## config.mk

```make
export PLATFORM = sky130hd
export DESIGN_NAME = quad_encoder_velocity
export DESIGN_NICKNAME = d
export VERILOG_FILES = /design/src/rtl/quad_encoder_velocity.sv
export SDC_FILE = /design/constraint.sdc
export NUM_CORES = 1
export LEC_CHECK = 0
export CAP_MARGIN = 20
export CORE_MARGIN = 5
export CORE_UTILIZATION = 47
export DETAILED_ROUTE_END_ITERATION = 7
export HOLD_SLACK_MARGIN = 0.08
export PLACE_DENSITY = 0.74
export SETUP_SLACK_MARGIN = 0.1
export SLEW_MARGIN = 0
export SYNTH_ARGS = -nofsm -noshare
export SYNTH_HDL_FRONTEND = slang
export SYNTH_SLANG_ARGS = --single-unit
```

## constraint.sdc

```tcl
create_clock -name clk -period 7.7 [get_ports clk]
set_input_delay 1.54 -clock clk [delete_from_list [all_inputs] [get_ports clk]]
set_output_delay 1.54 -clock clk [all_outputs]
set_load 0.005 [all_outputs]
```

## src/rtl/quad_encoder_velocity.sv

```systemverilog
// Quadrature encoder front end: pin synchronisers, glitch filter, 4x decode,
// signed position (wrap or clamp) and windowed signed velocity with strobe.
module quad_encoder_velocity #(
    parameter int POS_W       = 16,
    parameter int VEL_W       = 12,
    parameter int WINDOW      = 50000,
    parameter int SYNC_STAGES = 3,
    parameter int FILTER_LEN  = 4,
    parameter int SATURATE    = 0
) (
    input  logic             clk,
    input  logic             reset,
    input  logic             input_a,
    input  logic             input_b,
    input  logic             clear,
    input  logic             error_clear,
    output logic [POS_W-1:0] pos_count,
    output logic [VEL_W-1:0] velocity,
    output logic             vel_valid,
    output logic             direction,
    output logic             step_error
);

    localparam int CNT_W  = $clog2(FILTER_LEN + 1);
    localparam int FILL_W = $clog2(SYNC_STAGES + 1);
    localparam int WIN_W  = $clog2(WINDOW);

    localparam logic [POS_W-1:0] POS_MAX = {1'b0, {(POS_W-1){1'b1}}};
    localparam logic [POS_W-1:0] POS_MIN = {1'b1, {(POS_W-1){1'b0}}};
    localparam logic [VEL_W-1:0] VEL_MAX = {1'b0, {(VEL_W-1){1'b1}}};
    localparam logic [VEL_W-1:0] VEL_MIN = {1'b1, {(VEL_W-1){1'b0}}};

    logic [SYNC_STAGES-1:0] sync_a;
    logic [SYNC_STAGES-1:0] sync_b;
    logic [1:0]             sync_ab;

    logic [FILL_W-1:0] fill_cnt;
    logic [1:0]        last_ab;
    logic [CNT_W-1:0]  run_cnt;
    logic [1:0]        filt_ab;
    logic [1:0]        prev_ab;
    logic              filt_chg;
    logic              baseline;

    logic              step_fwd;
    logic              step_rev;
    logic              step_bad;
    logic [1:0]        quad_delta;
    logic [POS_W-1:0]  pos_next;
    logic [VEL_W-1:0]  acc;
    logic [VEL_W-1:0]  acc_sum;
    logic [WIN_W-1:0]  win_cnt;

    // Position of an {A,B} state along the forward cycle 00->10->11->01.
    function automatic logic [1:0] quad_idx(input logic [1:0] ab);
        case (ab)
            2'b00:   quad_idx = 2'd0;
            2'b10:   quad_idx = 2'd1;
            2'b11:   quad_idx = 2'd2;
            default: quad_idx = 2'd3;
        endcase
    endfunction

    assign sync_ab = {sync_a[SYNC_STAGES-1], sync_b[SYNC_STAGES-1]};

    // NOTE: the synchroniser flops are reset too, so the filter never sees X.
    always_ff @(posedge clk or posedge reset) begin
        if (reset) begin
            sync_a <= '0;
            sync_b <= '0;
        end else begin
            sync_a <= {sync_a[SYNC_STAGES-2:0], input_a};
            sync_b <= {sync_b[SYNC_STAGES-2:0], input_b};
        end
    end

    // Filtering starts only once the synchroniser holds real pin samples;
    // run_cnt counts consecutive identical samples ending with last_ab.
    // NOTE: non-blocking assignments so every flop here sees pre-edge values.
    always_ff @(posedge clk or posedge reset) begin
        if (reset) begin
            fill_cnt <= '0;
            last_ab  <= '0;
            run_cnt  <= '0;
            filt_ab  <= '0;
            prev_ab  <= '0;
            filt_chg <= 1'b0;
            baseline <= 1'b0;
        end else begin
            filt_chg <= 1'b0;
            last_ab  <= sync_ab;
            if (fill_cnt != FILL_W'(SYNC_STAGES)) begin
                fill_cnt <= fill_cnt + FILL_W'(1);
                run_cnt  <= '0;
            end else begin
                if (sync_ab != last_ab)
                    run_cnt <= CNT_W'(1);
                else if (run_cnt != CNT_W'(FILTER_LEN))
                    run_cnt <= run_cnt + CNT_W'(1);

                if (run_cnt == CNT_W'(FILTER_LEN) && (!baseline || last_ab != filt_ab)) begin
                    filt_ab  <= last_ab;
                    prev_ab  <= filt_ab;
                    baseline <= 1'b1;
                    filt_chg <= baseline;
                end
            end
        end
    end

    // NOTE: every always_comb output gets a default first, so no latch is inferred.
    always_comb begin
        step_fwd   = 1'b0;
        step_rev   = 1'b0;
        step_bad   = 1'b0;
        quad_delta = quad_idx(filt_ab) - quad_idx(prev_ab);
        if (filt_chg) begin
            case (quad_delta)
                2'd1:    step_fwd = 1'b1;
                2'd3:    step_rev = 1'b1;
                2'd2:    step_bad = 1'b1;
                default: ;
            endcase
        end
    end

    always_comb begin
        pos_next = pos_count;
        if (clear)
            pos_next = '0;
        else if (step_fwd && !(SATURATE != 0 && pos_count == POS_MAX))
            pos_next = pos_count + POS_W'(1);
        else if (step_rev && !(SATURATE != 0 && pos_count == POS_MIN))
            pos_next = pos_count - POS_W'(1);
    end

    always_comb begin
        acc_sum = acc;
        if (step_fwd && acc != VEL_MAX)
            acc_sum = acc + VEL_W'(1);
        else if (step_rev && acc != VEL_MIN)
            acc_sum = acc - VEL_W'(1);
    end

    always_ff @(posedge clk or posedge reset) begin
        if (reset) begin
            pos_count  <= '0;
            direction  <= 1'b0;
            step_error <= 1'b0;
        end else begin
            pos_count <= pos_next;
            if (step_fwd)
                direction <= 1'b1;
            else if (step_rev)
                direction <= 1'b0;
            if (step_bad)
                step_error <= 1'b1;
            else if (error_clear)
                step_error <= 1'b0;
        end
    end

    // vel_valid is registered alongside velocity, so the strobe marks the
    // cycle in which the new window result is visible.
    always_ff @(posedge clk or posedge reset) begin
        if (reset) begin
            win_cnt   <= '0;
            acc       <= '0;
            velocity  <= '0;
            vel_valid <= 1'b0;
        end else if (win_cnt == WIN_W'(WINDOW - 1)) begin
            win_cnt   <= '0;
            acc       <= '0;
            velocity  <= acc_sum;
            vel_valid <= 1'b1;
        end else begin
            win_cnt   <= win_cnt + WIN_W'(1);
            acc       <= acc_sum;
            vel_valid <= 1'b0;
        end
    end

endmodule
```

[Word-level counts from Yosys, hierarchy flattened]
Cells that the tools add are included.
Word-level totals
  register bits after elaboration: 78
  bits in latches: 0
  ROM bits: 0
  logic and storage cells: 77
  memories: 0
  RAM bits: 0
Cells by class
  shift-type cells: 0
  div/mod/pow operators: 0
  bitwise logic cells: 1
  add/subtract/negate cells: 8
  reductions and logical operators: 12
  muxes and demuxes: 25
  equality and inequality tests: 15
  $mul: 0
  magnitude comparators: 0
Operators by type and width (count)
  $mux 16: 4
  $mux 12: 3
  $add 16x1->16 const B: 2
  $eq 16x16->1 const B: 1
  $sub 16x1->16 const B: 1
  $mux 1: 13
  $add 12x1->12 const B: 1
  $eq 2x2->1 const B: 6
  $ne 12x11->1 const B: 1
  $ne 12x12->1 const B: 1
  $pmux 2 s3: 2
  $sub 12x1->12 const B: 1
  $mux 3: 3
  $reduce_bool 3->1: 2
  $logic_not 2->1: 2
  $ne 2x2->1: 2
  $reduce_bool 2->1: 2
  $add 3x1->3 const B: 1
  $eq 3x3->1 const B: 1
  $logic_and 1x1->1: 3
  $ne 3x3->1 const B: 1
  $add 2x1->2 const B: 1
  $eq 2x1->1 const B: 1
  $ne 2x2->1 const B: 1
  other kinds (5): 5

[Logic depth before layout (Yosys ltp)]
Gate-level depths: netlist of run 1.
  depth after elaboration: 10
  depth in mapped cells: 14
  mapped depth without buffers: 13

[Least setup slack after synthesis of run 1]
OpenSTA, ideal clock, no wires.
  path type: register to register
  from: register filt_ab[0]
  to: register pos_count[15]
  arrival time: 3.374 ns
  stages on the path, launching flop included: 13
  setup time: 0.086 ns
  setup slack: 4.240 ns
  cell sequence: dfrtp_1 -> ha_1 -> ha_1 -> and2b_2 -> clkbuf_8 -> nand2_1 -> ha_1 -> a21o_1 -> a221o_1 -> a21oi_1 -> nor4_1 -> o31a_1 -> nor3_1
On the way
  longest elaborated chain between the ends: 8
  elaborated cells on any way between the ends: 14
  classes of those cells: add/sub (1); eq/ne (4); mux (7); reduce/logical (2)
Ends and longest elaborated chain
  from (decl): line 40  | logic [1:0] filt_ab;
  from (signal assigned): line 102  | filt_ab <= last_ab;
  $eq 2x2->1 / $logic_not 2->1 (equally long branches): line 56  | case (ab)
  $pmux 2 s3 *: line 56
  $sub 2x2->2 *: line 116  | quad_delta = quad_idx(filt_ab) - quad_idx(prev_ab);
  $eq 2x1->1: line 118  | case (quad_delta)
  $mux 1: line 118
  $mux 1: line 117  | if (filt_chg) begin
  $mux 16: line 131  | else if (step_fwd && !(SATURATE != 0 && pos_count == POS_MAX))
  $mux 16: line 129  | if (clear)
  to (signal assigned): line 151  | pos_count <= pos_next;
  to (decl): line 17  | output logic [POS_W-1:0] pos_count,
Mark *: on every way between the ends. The rest lies on a longest branch, timed or not.
A chain may end at the register's enable or synchronous reset.

[Worst setup path after layout of run 1]
  from: register filt_ab[1]
  to: register pos_count[15]
Same word-level chain as after synthesis.

==> results summary, run 1 <==
The flow ran to the end, and the final reports show no timing, DRC or antenna violations. Setup violations remaining at the end of the flow were counted as 0. The vertical die dimension came out at 106 um. The number of maximum-capacitance constraint violations is 0. The layout overhead on the synthesized area is 14.3%. The net switching component of the power is 0.211 mW. The part of the Yosys area used for sequential elements is 45.1%. The area share of the largest cell type after synthesis came out at 45.1%. The count of vias placed by the detailed router came out at 3,285. The number of sinks handled by clock tree synthesis is 78. Setup repair after global routing left no endpoint under its margin. By count the netlist is led by sky130_fd_sc_hd__dfrtp_1 (78), sky130_fd_sc_hd__nand2_1 (47), sky130_fd_sc_hd__nor2_1 (37).

The depth of the worst register-to-register path came out at 12. The overall power of the completed layout came out at 0.790 mW. Cell internal power was estimated by the tool at 0.579 mW. The number of cells on the worst hold path is 0. The layout has 852 filler cells.

The detail route stage leaves a number of antenna-violating nets equal to 0. Between clock sinks in the finished design, the worst skew comes to 8.23 ps. The power per unit of standard cell area came out at 160 mW/mm^2.

The final sum of negative setup slack came out at 0 ps. The number of antenna violations at the first check in global routing is 0. The first global-routing pass estimated 15.3 mm of wire. The cell at the root of the clock tree is sky130_fd_sc_hd__clkbuf_8. The number of nets in the final layout is 511.

The worst path required time came out at 7970 ps. The slew of the pin with the lowest slew margin came out at 931 ps. The clock input transition at the sequential cells of the worst setup and hold paths came out at 80 ps. The critical path in this run is classified as reg2reg. The number of warnings printed during yosys synthesis came out at 0. The number of different library cells in the post-synthesis netlist came out at 58.

TritonCTS built the clock tree. The register bit count reported by yosys is 78. The antenna diode count came out at 0.

After synthesis, the largest family of logic cells by area is simple AND/OR/NAND/NOR gates. The register-to-register setup slack is 3600 ps. The number of endpoints with negative hold slack in the final report is 0. The routed length per instance is 14.6 um. The worst setup path is launched from a flip-flop. TritonCTS created 9 clock buffers. The post-synthesis cell count is 439. The synthesized-area fraction occupied by ao, oa, aoi and oai cells came out at 13.2%. The via count of the first global-routing pass is 3,287. The average cell area after synthesis came out at 9.86 um^2. The last weighted congestion value of the routability-driven placer is 0.834. The floorplan has 35 rows.

The synthesized net count came out at 474. The clock latency on the worst-skew pair came out at 350 ps. The number of buffers added to fix hold violations after cts is 0.

The maximum buffer depth of the clock tree came out at 2. The library cell with the largest summed area after synthesis is sky130_fd_sc_hd__dfrtp_1. The number of I/O port buffers is 36. The post-synthesis share of cell area spent on full adders, half adders and majority gates came out at 8.56%. The kind of end point of the critical path is a flip-flop. The width of the die came out at 106 um. The endpoint of the worst-slack reg-to-reg timing path is pos_count[15]. The simple-gate share of the synthesized area is 19.5%. The worst reg2reg path startpoint is filt_ab[1].

The I/O pin count came out at 37. The floorplan step defined a die boundary enclosing 0.0112 mm^2. The fraction of final layout cells with drive strength greater than 1 is 7.29%. The number of detailed-route iterations in the first pass came out at 4. Static timing analysis puts the maximum clock frequency at 0.244 GHz. The clock network is responsible for 32.7% of the overall power. The beginning of the critical path is filt_ab[1].

The part of the power in registers is 54.9%. The final worst-path cycle share came out at 53.2%. The combinational power share is 12.4%. The post-DP HPWL is 6.15 mm.

Yosys instantiated no cell more often than sky130_fd_sc_hd__dfrtp_1. Of the total synthesized cell area, the portion taken by XOR and XNOR cells is 9.28%. The worst path arrival time came out at 4360 ps. Once the clock tree was built, the resizer swapped 0 gates to a different size. Entering global routing, the biggest net connects 79 pins. The starting utilization of the core area came out at 47.5%. The total core area is 0.00911 mm^2.

The vias per cell is 5.56. The capture point of the critical path is pos_count[15]. The mux contribution to synthesized area came out at 1.27%. The post-CTS setup repair buffer count is 0. The cell area after technology mapping came out at 0.00433 mm^2.

The worst hold path class is reg2reg. The H-tree depth reported by CTS came out at 3. Wires add up to 8.64 mm. After synthesis, the cell types taking the most area are sky130_fd_sc_hd__dfrtp_1 (45%), sky130_fd_sc_hd__ha_1 (8.1%), sky130_fd_sc_hd__xnor2_1 (5.1%).

The remaining routing DRC violations is 0. The most used flip-flop cell after synthesis is sky130_fd_sc_hd__dfrtp_1. The leakage power total came out at 2.24 nW. In this run the tightest slew margin relative to its limit is 38.0%. The number of enable flip-flop cells after synthesis is 0.

Along the worst path, the maximum fanout reaches 21. The first routing iteration left 134 violations. The final critical delay including setup and external delays came out at 4100 ps. The final count of pins violating max slew came to 0.

Counting flops with an async set or reset pin after synthesis yields a share of 100%. The aggregate global-route resource usage came out at 16.5%. The global-route congestion overflow total came out at 0.

Across the VDD grid, the largest voltage drop is 85.2 uV. The switching share of power is 26.7%.
worst min path at each step:
| stage | startpoint | endpoint |
|---|---|---|
| 3_3_place_gp | sync_b[1] | sync_b[2] |
| 5_1_grt | sync_a[1] | sync_a[2] |
| 6_report | sync_a[1] | sync_a[2] |
| 2_1_floorplan | sync_a[0] | sync_a[1] |
| 3_5_place_dp | sync_a[1] | sync_a[2] |
| 4_1_cts | sync_a[1] | sync_a[2] |
registers in the layout, summed over array words and instances, names as in the netlist, 3 cells and up:
register / flops
sync_a: 3
run_cnt: 3
win_cnt: 16
acc: 12
velocity: 12
pos_count: 16
sync_b: 3
cell families (layout without fill, tap and decap cells):
kind of cell / Yosys count / in the layout
buffers and inverters: 27 / 68
AND/OR/NAND/NOR: 168 / 168
AO/OA/AOI/OAI: 90 / 90
XOR/XNOR: 42 / 42
flip-flops: 78 / 78
adder cells (fa/ha/maj): 29 / 29
multiplexers: 5 / 5
metrics by stage:
step / hold WS [ps] / cells / setup WS, ps / util [%] / area, um^2
5_1_grt: 356 / 591 / 3340 / 54.3 / 4940
6_report: 350 / 591 / 3600 / 54.3 / 4940
4_1_cts: 355 / 590 / 3590 / 54.0 / 4920
2_1_floorplan: 331 / 439 / 4160 / - / 4330
3_3_place_gp: 338 / 575 / 3820 / 52.3 / 4760
3_5_place_dp: 335 / 575 / 3620 / 52.3 / 4760
power groups by stage:
stage	registers [mW]	logic [mW]	clock network [mW]
2_1_floorplan	0.438	0.0754	0
5_1_grt	0.435	0.109	0.288
6_report	0.434	0.0977	0.258
4_1_cts	0.434	0.0972	0.268
3_3_place_gp	0.440	0.0917	0
3_5_place_dp	0.441	0.0965	0
critical path, cell delays in order, from the launching register on:
cell,delay [ps]
sky130_fd_sc_hd__dfrtp_1,420
sky130_fd_sc_hd__inv_1,70
sky130_fd_sc_hd__ha_1,290
sky130_fd_sc_hd__ha_1,320
sky130_fd_sc_hd__and2b_2,480
sky130_fd_sc_hd__nand2_1,520
sky130_fd_sc_hd__ha_1,510
sky130_fd_sc_hd__a21o_1,200
sky130_fd_sc_hd__a221o_1,410
sky130_fd_sc_hd__a21oi_1,250
sky130_fd_sc_hd__nor4_1,110
sky130_fd_sc_hd__o31a_1,300
sky130_fd_sc_hd__nor3_1,120
final cells by class:
type / instances / area, um^2 / share of cell area (%)
clock buffer: 11 / 131 / 2.66
tap: 111 / 139 / 2.81
multi-input combinational: 334 / 2250 / 45.4
sequential: 78 / 1950 / 39.5
timing repair buffer: 38 / 395 / 8.00
inverter: 15 / 56.3 / 1.14
clock inverter: 4 / 25.0 / 0.506
layer usage:
layer	part of all wire [%]	vias up	global-route usage [%]
met5	0	-	0
met2	49	68	27.0
met4	1.5	0	5.92
li1	-	1627	-
met3	3.9	10	3.70
met1	46	1580	21.7
placed cells by master (no fill, tap or decap), types with 4 or more instances in the layout:
cell	synthesis	layout
sky130_fd_sc_hd__nand2b_1	4	4
sky130_fd_sc_hd__dfrtp_1	78	78
sky130_fd_sc_hd__and3_1	8	8
sky130_fd_sc_hd__a31oi_1	4	4
sky130_fd_sc_hd__mux2_2	4	4
sky130_fd_sc_hd__nand2_1	47	47
sky130_fd_sc_hd__o21ai_0	20	20
sky130_fd_sc_hd__o21ai_1	9	9
sky130_fd_sc_hd__xor2_1	15	15
sky130_fd_sc_hd__clkdlybuf4s50_1	0	36
sky130_fd_sc_hd__nand3_1	27	27
sky130_fd_sc_hd__nor2_1	37	37
sky130_fd_sc_hd__nor4_1	7	7
sky130_fd_sc_hd__a21o_1	7	7
sky130_fd_sc_hd__nand4_1	9	9
sky130_fd_sc_hd__and2_1	5	5
sky130_fd_sc_hd__inv_1	15	14
sky130_fd_sc_hd__ha_1	28	28
sky130_fd_sc_hd__clkbuf_8	1	9
sky130_fd_sc_hd__a21oi_1	26	26
sky130_fd_sc_hd__xnor2_1	25	25
sky130_fd_sc_hd__nor3_1	8	8
(Power assumes the default switching activity.)
==> run 2: changes to the inputs <==
--- a/config.mk
+++ b/config.mk
@@ -10,7 +10,7 @@
 export CORE_UTILIZATION = 47
 export DETAILED_ROUTE_END_ITERATION = 7
 export HOLD_SLACK_MARGIN = 0.08
-export PLACE_DENSITY = 0.74
+export PLACE_DENSITY = 0.77
 export SETUP_SLACK_MARGIN = 0.1
 export SLEW_MARGIN = 0
 export SYNTH_ARGS = -nofsm -noshare
==> constraint.sdc (replaced) <==
create_clock -name clk -period 3.52 [get_ports clk]
set_input_delay 0.704 -clock clk [delete_from_list [all_inputs] [get_ports clk]]
set_output_delay 0.704 -clock clk [all_outputs]
set_load 0.005 [all_outputs]
==> run 2 against run 1 <==
Clock-buffer cell count stayed put; critical path depth is 1 lower; routed wire length up 2.3%; core utilization is 1.3 points higher; worst setup slack got worse by 3400 ps; first-iteration DRC count is 49% higher; register-to-register slack worse by 3400 ps; global-route usage increased by 0.15 points; via count up 1.2%; combinational power rose to 2.5 times the previous value; sequential share of layout area fell by 0.90 points; power up 140%; largest power group unchanged.
==> results summary, run 2 (synthesis gave the netlist of run 1 again) <==
The run finished with clean final reports. After routing the design area is 0.00506 mm^2. The kind of cell adding the most delay to the critical path is adder cells.

The count of vias placed by the detailed router came out at 3,324. The wire length of the first global-routing pass came out at 15.4 mm. In this run the horizontal extent of the chip is 106 um. The final count of pins violating max slew is 0.

The maximum buffer depth of the clock tree is 2. Max-cap violations in this run came to 0. The cell at the root of the clock tree is sky130_fd_sc_hd__clkbuf_8.

By instance count, the cell type seen most on the critical path is sky130_fd_sc_hd__ha_1. The net switching component of the power is 0.486 mW. The largest registers in the layout are pos_count x16, win_cnt x16. The remaining routing DRC violations is 0. The clock drives 78 sinks. The total clock buffers created by CTS is 9.

The worst setup path is of the reg2reg kind. The number of hold buffers added after CTS was 0. The I/O pin count came out at 37. The worst path arrival time is 3550 ps. TritonCTS built the clock tree. Leaving out fill and tap cells, the most frequent cell in the layout is sky130_fd_sc_hd__dfrtp_1. After layout, the worst path uses 93.4% of the clock period.

The layout overhead on the synthesized area came out at 17.0%. The clock latency on the worst-skew pair came out at 350 ps. The largest single stage delay on the critical path is 440 ps. In this run the worst path has a maximum fanout of 13. The register-to-register setup slack is 230 ps.

The repair_antennas step left the layout with diodes totalling 0. Once detail routing completed, the nets flagged for antenna violations numbered 0. The number of I/O port buffers came out at 36.

The maximum operating frequency came out at 0.304 GHz. The initial DRC count is 200. The relative max-transition margin came out at 47.4%. In the layout the commonest cells are sky130_fd_sc_hd__dfrtp_1 (77), sky130_fd_sc_hd__nand2_1 (46), sky130_fd_sc_hd__nor2_1 (37).

The global-route congestion overflow total is 0. The maximum number of pins on one net before global-route repair is 42. The final sum of negative setup slack is 0 ps. The area of the die is 0.0112 mm^2. The leakage power total is 2.30 nW. The via count of the first global-routing pass came out at 3,311. The worst path required time came out at 3790 ps. The number of antenna violations at the first check in global routing is 0.

For this design, the slowest cell found on the critical path is sky130_fd_sc_hd__dfrtp_2. The startpoint type of the worst setup path is a flip-flop. The number of nets in the final layout is 517. The combinational power share is 12.8%. The final setup violation count is 0. The number of buffer and inverter instances along the worst setup path came out at 0. The number of detailed-route iterations in the first pass came out at 4. The number of rows created at floorplan is 35. The aggregate global-route resource usage is 16.7%. The power per unit of standard cell area is 379 mW/mm^2.

For the final database, setup skew stands at 12.1 ps. The vias per cell is 5.56. Setup repair after global routing left no endpoint under its margin.

The internal power component is 1.43 mW. The post-detailed-routing wire length is 8.84 mm. The maximum resistive drop on vdd came out at 241 uV. The worst setup path is captured at a flip-flop. Per report_power, the sequential group accounts for 49.4% of the total.

The starting utilization of the core area is 47.5%. For the pin with the worst max-slew slack, the measured transition is 787 ps. The H-tree was split into 3 levels. The total core area came out at 0.00911 mm^2. The last weighted congestion value of the routability-driven placer came out at 0.926.

Walking the worst path, the cells encountered are ha_1, ha_1, xnor3_2, nand2_4, ha_1, and3_1, a221o_1, a21oi_2, nor4_1, o31a_1, nor3_1. The clock group share of total power came out at 37.8%. Total power for the finished layout comes to 1.92 mW.

The post-DP HPWL is 6.43 mm. The min-delay analysis places its worst path in the category reg2reg. Of the cells placed in the final design, the portion with a size suffix greater than 1 is 9.86%. Net switching is 25.4% of the power. After detailed routing, the average wire length per cell comes to 14.8 um. The vertical die dimension came out at 106 um. The number of endpoints with negative hold slack in the final report is 0. Once placement finished, the instance area stood at 0.00482 mm^2. Counting I/O delays and the setup requirement, the final critical path takes 3290 ps. The clock input transition at the sequential cells of the worst setup and hold paths is 80 ps.
-- run 2: cell types whose count changed in the layout (fill, tap and decap cells not counted), sizes merged --
cell	change
buf	+6
clkinv	-1
bufinv	+2
-- run 2: final cells by class --
cell class,instances,area [um^2]
clock buffers,11,131
clock inverters,5,83.8
fillers,803,4050
inverters,15,56.3
multi-input cells,334,2270
flip-flops and latches,78,1950
well taps,111,139
repair buffers,44,433
-- run 2: worst paths after layout --
path | startpoint | to | cells after the start
max | filt_ab[0] | pos_count[15] | 11
max in group asynchronous | reset | pos_count[12] | 3
min reg2reg | sync_b[1] | sync_b[2] | 0
max reg2reg | filt_ab[0] | pos_count[15] | 11
min | sync_b[1] | sync_b[2] | 0
min in group asynchronous | reset | win_cnt[7] | 2
-- run 2: worst reg2reg max path: cells and delay by family, from the launching register on --
family | cells | cell delay, ps
flops | 1 | 440
simple gates | 4 | 560
fa+ha+maj | 3 | 890
xor+xnor | 1 | 430
compound gates | 3 | 890
-- run 2: power by group through the flow --
stage	Combinational [mW]	Clock, mW	Sequential (mW)
floorplan	0.167	0	0.959
global placement	0.220	0	0.963
detailed placement	0.230	0	0.966
CTS	0.232	0.744	0.949
global route	0.271	0.786	0.951
finish	0.245	0.726	0.947
-- run 2: repair_timing --
item | 4_1_cts | 5_1_grt
pin swaps | 0 | 2
gates resized for setup | 1 | 6
buffers inserted | 0 | 1
endpoints found under the setup margin | 1 | 8
-- run 2: routing by layer --
layer,routed length (um),global-route usage (%),up-vias
li1,-,-,1643
met1,4040,21.3,1616
met2,4400,28.6,57
met3,298,3.40,8
met4,97,5.27,0
met5,0,0,-
-- run 2: per-stage QoR --
stage,cells,util (%),hold slack (ps),setup slack (ps)
2_1_floorplan,439,-,331,251
4_1_cts,597,55.3,353,151
5_1_grt,598,55.6,356,101
6_report,598,55.6,350,231
3_5_place_dp,581,52.9,336,126
3_3_place_gp,581,52.9,338,254
